<file path="src/rtl/fep_hdr_strip.sv">
// FEP header stripper: validates the 12-byte header, votes the triplicated length,
// realigns the payload so output byte 0 is frame byte 12, and regenerates tlast/tkeep.
module fep_hdr_strip #(
   parameter int          DATA_WIDTH = 512,
   parameter logic [47:0] FEP_HEADER = 48'h1eadfeb5ac0d,
   parameter int          MIN_LEN    = 60,
   parameter int          MAX_LEN    = 1514
) (
   input  logic                      clk,
   input  logic                      rst,
   input  logic [DATA_WIDTH-1:0]     s_axis_tdata,
   input  logic                      s_axis_tvalid,
   output logic                      s_axis_tready,
   input  logic                      s_axis_tlast,
   output logic [DATA_WIDTH-1:0]     m_axis_tdata,
   output logic [DATA_WIDTH/8-1:0]   m_axis_tkeep,
   output logic                      m_axis_tvalid,
   input  logic                      m_axis_tready,
   output logic                      m_axis_tlast,
   output logic [31:0]               pkt_out_cnt,
   output logic [31:0]               hdr_err_cnt,
   output logic [31:0]               len_err_cnt,
   output logic [31:0]               tmr_fix_cnt
);
   // Realignment is hard-wired for a 64-byte beat: 12 header bytes + 52 held bytes.
   localparam int          KW     = DATA_WIDTH / 8;
   localparam int          HOLD_W = DATA_WIDTH - 96;
   localparam logic [15:0] MIN_L  = 16'(MIN_LEN);
   localparam logic [15:0] MAX_L  = 16'(MAX_LEN);

   typedef enum logic [1:0] {S_IDLE, S_STREAM, S_FLUSH, S_DROP} state_t;

   state_t              state_q, state_d;
   logic [HOLD_W-1:0]   hold_q, hold_d;
   logic [10:0]         beats_left_q, beats_left_d;
   logic [6:0]          last_cnt_q, last_cnt_d;
   logic                drop_after_q, drop_after_d;

   logic [DATA_WIDTH-1:0] m_tdata_q;
   logic [KW-1:0]         m_tkeep_q;
   logic                  m_tvalid_q, m_tlast_q;
   logic [31:0]           pkt_cnt_q, hdr_cnt_q, len_cnt_q, tmr_cnt_q;

   logic                  out_load, out_last;
   logic [DATA_WIDTH-1:0] out_data;
   logic [KW-1:0]         out_keep;
   logic                  hdr_err_inc, len_err_inc, tmr_fix_inc;

   logic [15:0] len0, len1, len2, len_vote;
   logic [47:0] tag;
   logic [10:0] nin;
   logic [5:0]  rm1;
   logic [6:0]  r_val, hdr_last_cnt;
   logic        hdr_bad, accept, out_free;

   function automatic logic [KW-1:0] keep_mask(input logic [6:0] cnt);
      return ~({KW{1'b1}} << cnt);
   endfunction

   assign len0     = s_axis_tdata[15:0];
   assign len1     = s_axis_tdata[31:16];
   assign len2     = s_axis_tdata[47:32];
   assign tag      = s_axis_tdata[95:48];
   assign len_vote = (len0 & len1) | (len0 & len2) | (len1 & len2);

   // Nin = ceil(L/64); r = ((L-1) mod 64) + 1.
   assign nin     = {1'b0, len_vote[15:6]} + {10'd0, |len_vote[5:0]};
   assign rm1     = len_vote[5:0] - 6'd1;
   assign r_val   = {1'b0, rm1} + 7'd1;
   // Bytes in the final output beat: 52+r when the tail fits in the stream beat, else r-12.
   assign hdr_last_cnt = (rm1 < 6'd12) ? (7'd52 + r_val) : (r_val - 7'd12);
   assign hdr_bad = (tag != FEP_HEADER) || (len_vote < MIN_L) || (len_vote > MAX_L);

   assign out_free      = !m_tvalid_q || m_axis_tready;
   assign s_axis_tready = (state_q == S_DROP) || (out_free && (state_q != S_FLUSH));
   assign accept        = s_axis_tvalid && s_axis_tready;

   always_comb begin
      state_d      = state_q;
      hold_d       = hold_q;
      beats_left_d = beats_left_q;
      last_cnt_d   = last_cnt_q;
      drop_after_d = drop_after_q;
      out_load     = 1'b0;
      out_data     = '0;
      out_keep     = '0;
      out_last     = 1'b0;
      hdr_err_inc  = 1'b0;
      len_err_inc  = 1'b0;
      tmr_fix_inc  = 1'b0;
      case (state_q)
         S_IDLE: begin
            if (accept) begin
               if (hdr_bad) begin
                  hdr_err_inc = 1'b1;
                  state_d     = s_axis_tlast ? S_IDLE : S_DROP;
               end else begin
                  tmr_fix_inc  = !((len0 == len1) && (len1 == len2));
                  hold_d       = s_axis_tdata[DATA_WIDTH-1:96];
                  beats_left_d = nin - 11'd1;
                  last_cnt_d   = hdr_last_cnt;
                  drop_after_d = 1'b0;
                  if (nin == 11'd1) begin
                     state_d = S_FLUSH;
                     if (!s_axis_tlast) begin
                        len_err_inc  = 1'b1;
                        drop_after_d = 1'b1;
                     end
                  end else if (s_axis_tlast) begin
                     len_err_inc = 1'b1;
                     last_cnt_d  = 7'd52;
                     state_d     = S_FLUSH;
                  end else begin
                     state_d = S_STREAM;
                  end
               end
            end
         end
         S_STREAM: begin
            if (accept) begin
               out_load     = 1'b1;
               hold_d       = s_axis_tdata[DATA_WIDTH-1:96];
               beats_left_d = beats_left_q - 11'd1;
               if (beats_left_q == 11'd1) begin
                  out_data = {s_axis_tdata[95:0], hold_q};
                  if (!s_axis_tlast) begin
                     len_err_inc  = 1'b1;
                     drop_after_d = 1'b1;
                  end
                  if (last_cnt_q > 7'd52) begin
                     out_keep = keep_mask(last_cnt_q);
                     out_last = 1'b1;
                     state_d  = s_axis_tlast ? S_IDLE : S_DROP;
                  end else begin
                     out_keep = '1;
                     state_d  = S_FLUSH;
                  end
               end else if (s_axis_tlast) begin
                  // Truncated packet: close out with what is held, drop this beat.
                  len_err_inc = 1'b1;
                  out_data    = {96'd0, hold_q};
                  out_keep    = keep_mask(7'd52);
                  out_last    = 1'b1;
                  state_d     = S_IDLE;
               end else begin
                  out_data = {s_axis_tdata[95:0], hold_q};
                  out_keep = '1;
               end
            end
         end
         S_FLUSH: begin
            if (out_free) begin
               out_load = 1'b1;
               out_data = {96'd0, hold_q};
               out_keep = keep_mask(last_cnt_q);
               out_last = 1'b1;
               state_d  = drop_after_q ? S_DROP : S_IDLE;
            end
         end
         S_DROP: begin
            if (accept && s_axis_tlast) state_d = S_IDLE;
         end
         default: state_d = S_IDLE;
      endcase
   end

   always_ff @(posedge clk) begin
      if (rst) begin
         state_q      <= S_IDLE;
         hold_q       <= '0;
         beats_left_q <= '0;
         last_cnt_q   <= '0;
         drop_after_q <= 1'b0;
         m_tdata_q    <= '0;
         m_tkeep_q    <= '0;
         m_tvalid_q   <= 1'b0;
         m_tlast_q    <= 1'b0;
         pkt_cnt_q    <= '0;
         hdr_cnt_q    <= '0;
         len_cnt_q    <= '0;
         tmr_cnt_q    <= '0;
      end else begin
         state_q      <= state_d;
         hold_q       <= hold_d;
         beats_left_q <= beats_left_d;
         last_cnt_q   <= last_cnt_d;
         drop_after_q <= drop_after_d;
         if (out_load) begin
            m_tdata_q  <= out_data;
            m_tkeep_q  <= out_keep;
            m_tlast_q  <= out_last;
            m_tvalid_q <= 1'b1;
         end else if (m_axis_tready) begin
            m_tvalid_q <= 1'b0;
         end
         if (m_tvalid_q && m_axis_tready && m_tlast_q) pkt_cnt_q <= pkt_cnt_q + 32'd1;
         if (hdr_err_inc) hdr_cnt_q <= hdr_cnt_q + 32'd1;
         if (len_err_inc) len_cnt_q <= len_cnt_q + 32'd1;
         if (tmr_fix_inc) tmr_cnt_q <= tmr_cnt_q + 32'd1;
      end
   end

   assign m_axis_tdata  = m_tdata_q;
   assign m_axis_tkeep  = m_tkeep_q;
   assign m_axis_tvalid = m_tvalid_q;
   assign m_axis_tlast  = m_tlast_q;
   assign pkt_out_cnt   = pkt_cnt_q;
   assign hdr_err_cnt   = hdr_cnt_q;
   assign len_err_cnt   = len_cnt_q;
   assign tmr_fix_cnt   = tmr_cnt_q;

endmodule

</file>
<file path="config.mk">
export PLATFORM = sky130hd
export DESIGN_NAME = fep_hdr_strip
export DESIGN_NICKNAME = d
export VERILOG_FILES = /design/src/rtl/fep_hdr_strip.sv
export SDC_FILE = /design/constraint.sdc
export NUM_CORES = 2
export LEC_CHECK = 0
export BUFFER_PORTS_ARGS = -buffer_cell sky130_fd_sc_hd__buf_2
export CELL_PAD_IN_SITES_DETAIL_PLACEMENT = 1
export CELL_PAD_IN_SITES_GLOBAL_PLACEMENT = 2
export CORE_AREA = 2 2 482 484
export CTS_CLUSTER_SIZE = 28
export DETAILED_ROUTE_END_ITERATION = 8
export DIE_AREA = 0 0 484 486
export GPL_TIMING_DRIVEN = 0
export HOLD_SLACK_MARGIN = 0.1
export PLACE_DENSITY = 0.63
export SLEW_MARGIN = 20
export SYNTH_ARGS = -nofsm -noshare
export SYNTH_HDL_FRONTEND = slang
export SYNTH_SLANG_ARGS = --single-unit
</file>
<file path="constraint.sdc">
create_clock -name clk -period 17.51 [get_ports clk]
set_input_delay 5.253 -clock clk [delete_from_list [all_inputs] [get_ports clk]]
set_output_delay 5.253 -clock clk [all_outputs]
set_load 0.05 [all_outputs]
</file>
### Word level (Yosys, flattened, before mapping)

Cells that the tools add are included.

* register bits: 1143
* output and inout port bits: 707
* logic and storage cells: 138
* bits of input ports: 517

* order comparisons: 4
* shifts and indexed selects: 1
* add/subtract/negate cells: 11
* bitwise gates (word level): 7
* multiplexer cells: 65
* equality and inequality tests: 17
* reductions and logical operators: 20

Operators by type and width (number)
* $mux 416: 4
* $mux 512: 3
* $pmux 512 s2: 1
* $pmux 416 s2: 1
* $mux 64: 5
* $add 32x1->32 const B: 4
* $pmux 64 s2: 1
* $not 64->64: 1
* $shl 64x7->64 const A: 1
* $and 16x16->16: 3
* $ne 48x45->1 const B: 1
* $mux 11: 3
* $eq 16x16->1: 2
* $or 16x16->16: 2
* $mux 1: 26
* $mux 2: 12
* $eq 11x1->1 const B: 2
* $pmux 11 s2: 1
* $sub 11x1->11 const B: 2
* $mux 7: 3
* $gt 16x11->1 const B: 1
* $lt 16x6->1 const B: 1
* $ne 2x2->1 const B: 7
* $add 10x1->11: 1
* other kinds (23): 37

### Longest topological paths before layout

* word-level depth: 10
* mapped depth: 22
* gate-level depth less buffers: 18

### Worst setup path before layout

Ideal clock, no wire load.

* path type: input -> output
* start: in m_axis_tready
* end: out s_axis_tready
* stages on the path: 2
* data required time: 12.257 ns
* buffers on the path: 0
* setup slack: 6.193 ns
* data arrival time: 6.064 ns
* path through: or3b_2 > and2_1

* word-level cells in the longest chain between the ends: 3

RTL lines
* from (decl): line 18 `input logic m_axis_tready,`
* $logic_or 1x1->1: line 74 `assign out_free = !m_tvalid_q || m_axis_tready;`
* $logic_and 1x1->1: line 75 `assign s_axis_tready = (state_q == S_DROP) || (out_free && (state_q != S_FLUSH));`
* $logic_or 1x1->1: line 75
* to (decl): line 13 `output logic s_axis_tready,`

No other way between the ends.

### Worst setup path in the final report

Ends and elaborated chain as after synthesis.

==> flow_results.xml <==
<?xml version="1.0" encoding="UTF-8"?>
<metrics>
  <group name="outcome">
    <metric name="status" unit="">finished, final reports clean</metric>
  </group>
  <group name="clock_tree">
    <metric name="cts.root.buffer_cell" unit="">sky130_fd_sc_hd__clkbuf_16</metric>
    <metric name="postCtsResizedCells" unit="">0</metric>
    <metric name="clkSlewWorstSetupHoldPaths" unit="ns">0.06</metric>
    <metric name="cts.repair_timing.setup_buffer_count" unit="">0</metric>
    <metric name="cts.hold.buffers_added" unit="">0</metric>
    <metric name="clock-sinks" unit="">1143</metric>
    <metric name="tritoncts.num_buffers" unit="">146</metric>
    <metric name="clock_latency" unit="ns">0.79</metric>
    <metric name="cts-htree-levels" unit="">4</metric>
    <metric name="tritoncts" unit="">yes</metric>
    <metric name="cts_buffer_depth" unit="">3</metric>
  </group>
  <group name="timing">
    <metric name="setup-tns-final" unit="ns">0</metric>
    <metric name="worst_slew_margin_rel" unit="%">24.2</metric>
    <metric name="grt_setup_unrepaired" unit="">no</metric>
    <metric name="worst_pin_slew" unit="ns">1.14</metric>
    <metric name="time_the_final_worst_path_needs_with_i_o_delays_and_setup" unit="ns">11.56</metric>
    <metric name="slew_viol_final" unit="">0</metric>
    <metric name="min_period_over_period" unit="%">66.0</metric>
    <metric name="maxClockFrequency" unit="GHz">0.0865</metric>
    <metric name="setup_viol_count_final" unit="">0</metric>
    <metric name="timing.final.hold_violations" unit="">0</metric>
    <metric name="final.setup_skew" unit="ns">0.0378</metric>
    <metric name="timing.final.ws_setup" unit="ns">5.95</metric>
  </group>
  <group name="setup_path">
    <metric name="worst_ep_arrival_time" unit="ns">6.31</metric>
    <metric name="slowest_stage" unit="">sky130_fd_sc_hd__or3b_2</metric>
    <metric name="critical_path_peak_fanout" unit="">5</metric>
    <metric name="chain_of_cells_forming_the_critical_path" unit="">buf_2 -&gt; or3b_2 -&gt; and2_1 -&gt; buf_2</metric>
    <metric name="critPathRequiredTime" unit="ns">12.26</metric>
    <metric name="end_kind" unit="">output pin</metric>
    <metric name="timing.critical_path.slowest_cell_delay" unit="ns">0.49</metric>
    <metric name="start_kind" unit="">primary input</metric>
    <metric name="critPathMostFrequentCell" unit="">sky130_fd_sc_hd__buf_2</metric>
    <metric name="timing.setup.critical_path_class" unit="">primary input to output pin</metric>
  </group>
  <group name="routing">
    <metric name="wirelength" unit="mm">242</metric>
    <metric name="route.vias.total" unit="">43600</metric>
    <metric name="first_pass_iters" unit="">5</metric>
    <metric name="vias_per_cell" unit="">4.41</metric>
    <metric name="drt_drc_violations_left" unit="">0</metric>
    <metric name="route.antenna.remaining_nets" unit="">0</metric>
    <metric name="post_drt_wl_per_cell" unit="microns">24.5</metric>
    <metric name="drt_iter0_drc" unit="">1930</metric>
  </group>
  <group name="global_route">
    <metric name="antenna_found_initial" unit="">111</metric>
    <metric name="grt_remaining_overflow" unit="">0</metric>
    <metric name="grt_pass1_wl" unit="mm">337</metric>
    <metric name="first_global_vias" unit="">44200</metric>
    <metric name="grt_max_degree" unit="">17</metric>
    <metric name="global_route.usage.total" unit="%">19.8</metric>
  </group>
  <group name="placement">
    <metric name="detailed_place.area" unit="sq mm">0.0529</metric>
    <metric name="post-dp-hpwl" unit="mm">198</metric>
    <metric name="post_placement_worst_setup_slack" unit="ns">5.96</metric>
    <metric name="port-buffer-count" unit="">1223</metric>
    <metric name="gpl.final_weighted_congestion" unit="">0.870</metric>
  </group>
  <group name="yosys">
    <metric name="postSynthAreaPerCell" unit="sq um">8.05</metric>
    <metric name="yosysWarnings" unit="">0</metric>
    <metric name="synth_area" unit="sq mm">0.0429</metric>
    <metric name="syn-num-nets" unit="">5898</metric>
    <metric name="yosys.cell_types.count" unit="">82</metric>
    <metric name="synth-seq-area-share" unit="%">53.3</metric>
    <metric name="synth.area.top_cells" unit="">sky130_fd_sc_hd__dfxtp_1 (53%), sky130_fd_sc_hd__nand2_1 (15%), sky130_fd_sc_hd__a21oi_1 (11%)</metric>
    <metric name="synth_flop_cell" unit="">sky130_fd_sc_hd__dfxtp_1</metric>
    <metric name="yosysTopAreaCell" unit="">sky130_fd_sc_hd__dfxtp_1</metric>
    <metric name="netlist_instances" unit="">5329</metric>
    <metric name="synth_top_cell_area_share" unit="%">53.3</metric>
    <metric name="post_synth_edffs" unit="">0</metric>
    <metric name="asyncSetResetFlopFracSynth" unit="%">0</metric>
    <metric name="synth-seq-cells" unit="">1143</metric>
  </group>
  <group name="power">
    <metric name="post-layout-total-power" unit="W">0.00693</metric>
    <metric name="ir_worst_vdd" unit="uV">83.7</metric>
    <metric name="power.leakage" unit="nW">22.3</metric>
    <metric name="power.density_cell_area" unit="mW/mm^2">120</metric>
  </group>
  <group name="floorplanning">
    <metric name="die_w" unit="microns">484</metric>
    <metric name="die_outline_height" unit="microns">486</metric>
    <metric name="ios" unit="">1224</metric>
    <metric name="die_area" unit="sq mm">0.235</metric>
    <metric name="core.rowCount" unit="">176</metric>
    <metric name="start_util" unit="%">18.7</metric>
    <metric name="floorplan.core_area" unit="sq mm">0.229</metric>
  </group>
  <group name="layout">
    <metric name="syn2layout_area_growth" unit="%">34.6</metric>
    <metric name="finish.utilization" unit="%">25.2</metric>
    <metric name="final_cell_area" unit="sq mm">0.0578</metric>
    <metric name="layout-drive-gt1-share" unit="%">23.1</metric>
    <metric name="layout.nets" unit="">7273</metric>
  </group>
  <group name="hold_path">
    <metric name="hold_path.class" unit="">flip-flop to flip-flop</metric>
  </group>
  <group name="job">
    <metric name="max_cap_violations" unit="">0</metric>
  </group>
</metrics>
## area by class of cell
class                      instances  area (sq um)
multi-input combinational       3769         18300
buffer                           383          1600
inverter                          34           128
clock buffer                     218          4220
fill                           27800        172000
timing repair buffer            1227          6190
tap                             3026          3790
antenna                           44           110
clock inverter                    42           523
sequential                      1143         22900
## critical path: cells and delay by family
| family | cells | cell delay [ns] |
|---|---|---|
| buffers and inverters | 2 | 0.36 |
| and+or+nand+nor | 2 | 0.68 |
## final timing paths
path	from	to	slack, ns	cells after the start
worst max-delay path	m_axis_tready	s_axis_tready	5.95	4
worst max register to register	state_q[1]	hold_q[50]	12.73	12
worst min-delay path	hold_q[71]	m_axis_tdata[71]	0.43	2
worst min register to register	hold_q[71]	m_axis_tdata[71]	0.43	2
## placed cells by master, fill, tap and decap left out, types with 7 or more instances in the layout
master                      Yosys  routed
sky130_fd_sc_hd__inv_1         33      33
sky130_fd_sc_hd__nand4_1       47      47
sky130_fd_sc_hd__a22oi_1       96      96
sky130_fd_sc_hd__or3_1         46      46
sky130_fd_sc_hd__ha_1          52      52
sky130_fd_sc_hd__nor4_1        18      17
sky130_fd_sc_hd__clkbuf_2       0      15
sky130_fd_sc_hd__xnor2_1       39      39
sky130_fd_sc_hd__nor3_1        52      52
sky130_fd_sc_hd__a211o_1       15      15
sky130_fd_sc_hd__clkbuf_8       0      25
sky130_fd_sc_hd__a211oi_1      27      27
sky130_fd_sc_hd__clkbuf_1     300     330
sky130_fd_sc_hd__clkbuf_16      0     148
sky130_fd_sc_hd__o21ai_0       95      95
sky130_fd_sc_hd__diode_2        0      44
sky130_fd_sc_hd__clkinv_2       0      18
sky130_fd_sc_hd__nand3_1       54      54
sky130_fd_sc_hd__and3_1        37      37
sky130_fd_sc_hd__or4_1         10      10
sky130_fd_sc_hd__o21ai_1       10      10
sky130_fd_sc_hd__nor2_1       260     260
sky130_fd_sc_hd__a31oi_1        8       8
sky130_fd_sc_hd__xor2_1        50      50
sky130_fd_sc_hd__nand2_1     1752    1752
sky130_fd_sc_hd__buf_6          7       8
sky130_fd_sc_hd__a211oi_2       7       7
sky130_fd_sc_hd__dfxtp_1     1143    1143
sky130_fd_sc_hd__buf_1         11      11
sky130_fd_sc_hd__and4_1        13      13
sky130_fd_sc_hd__and2_1        23      23
sky130_fd_sc_hd__buf_2         61    1284
sky130_fd_sc_hd__a21oi_1      937     937
## flip-flops by register name (all words and copies together) (netlist names)
signal         flops
beats_left_q      11
tmr_fix_cnt       32
state_q            2
m_axis_tlast       1
pkt_out_cnt       32
last_cnt_q         7
m_axis_tkeep      64
m_axis_tdata     512
len_err_cnt       32
hdr_err_cnt       32
drop_after_q       1
m_axis_tvalid      1
hold_q           416
## cell usage after synthesis, types with 4 or more instances
cell type                  instances
sky130_fd_sc_hd__nand2_1        1752
sky130_fd_sc_hd__dfxtp_1        1143
sky130_fd_sc_hd__a21oi_1         937
sky130_fd_sc_hd__clkbuf_1        300
sky130_fd_sc_hd__nor2_1          260
sky130_fd_sc_hd__a22oi_1          96
sky130_fd_sc_hd__o21ai_0          95
sky130_fd_sc_hd__buf_2            61
sky130_fd_sc_hd__nand3_1          54
sky130_fd_sc_hd__ha_1             52
sky130_fd_sc_hd__nor3_1           52
sky130_fd_sc_hd__xor2_1           50
sky130_fd_sc_hd__nand4_1          47
sky130_fd_sc_hd__or3_1            46
sky130_fd_sc_hd__xnor2_1          39
sky130_fd_sc_hd__and3_1           37
sky130_fd_sc_hd__inv_1            33
sky130_fd_sc_hd__a211oi_1         27
sky130_fd_sc_hd__and2_1           23
sky130_fd_sc_hd__nor4_1           18
sky130_fd_sc_hd__a211o_1          15
sky130_fd_sc_hd__and4_1           13
sky130_fd_sc_hd__buf_1            11
sky130_fd_sc_hd__o21ai_1          10
sky130_fd_sc_hd__or4_1            10
sky130_fd_sc_hd__a31oi_1           8
sky130_fd_sc_hd__a211oi_2          7
sky130_fd_sc_hd__buf_6             7
sky130_fd_sc_hd__a32o_1            6
sky130_fd_sc_hd__nor4bb_1          6
sky130_fd_sc_hd__o31ai_1           6
sky130_fd_sc_hd__or2_2             6
sky130_fd_sc_hd__a21o_1            5
sky130_fd_sc_hd__mux2_2            5
sky130_fd_sc_hd__mux2i_1           5
sky130_fd_sc_hd__nand2b_1          5
sky130_fd_sc_hd__o211ai_1          5
sky130_fd_sc_hd__a22o_1            4
sky130_fd_sc_hd__and4b_1           4
sky130_fd_sc_hd__buf_4             4
sky130_fd_sc_hd__nor2b_1           4
sky130_fd_sc_hd__o221a_2           4
## metal layers
layer / up-vias / part of all wire [%] / track usage (%)
li1: 20700 / - / -
met1: 21200 / 40 / 22.2
met2: 1349 / 49 / 35.0
met3: 378 / 6.9 / 6.09
met4: 74 / 4.2 / 7.57
met5: - / 0.20 / 0
## cells by family (layout without fill, tap and decap cells)
logic type                 Yosys count  after routing  synth area share [%]
AOI/OAI and AO/OA                 1261           1261                  16.4
xor gates and xnor gates            89             89                  1.82
adders and majority gates           52             52                  1.52
buffers and inverters              417           1904                  3.98
DFF                               1143           1143                  53.3
muxes                               10             10                 0.248
other                                0             44                     0
and+or+nand+nor                   2357           2357                  22.7
## metrics by stage
stage,hold slack [ns],cells
finish,0.434,9886
detailed placement,0.443,9582
global placement,0.437,9578
floorplan,0.432,5329
global route,0.460,9872
CTS,0.441,9842
## power by group
group / total [W] / internal (W) / switching [W]
clock network: 0.00301 / 0.00175 / 0.00126
registers: 0.00278 / 0.00272 / 0.0000669
logic: 0.00114 / 0.000242 / 0.000893
total: 0.00693 / 0.00471 / 0.00222
Power figures use the tool's default switching activity.
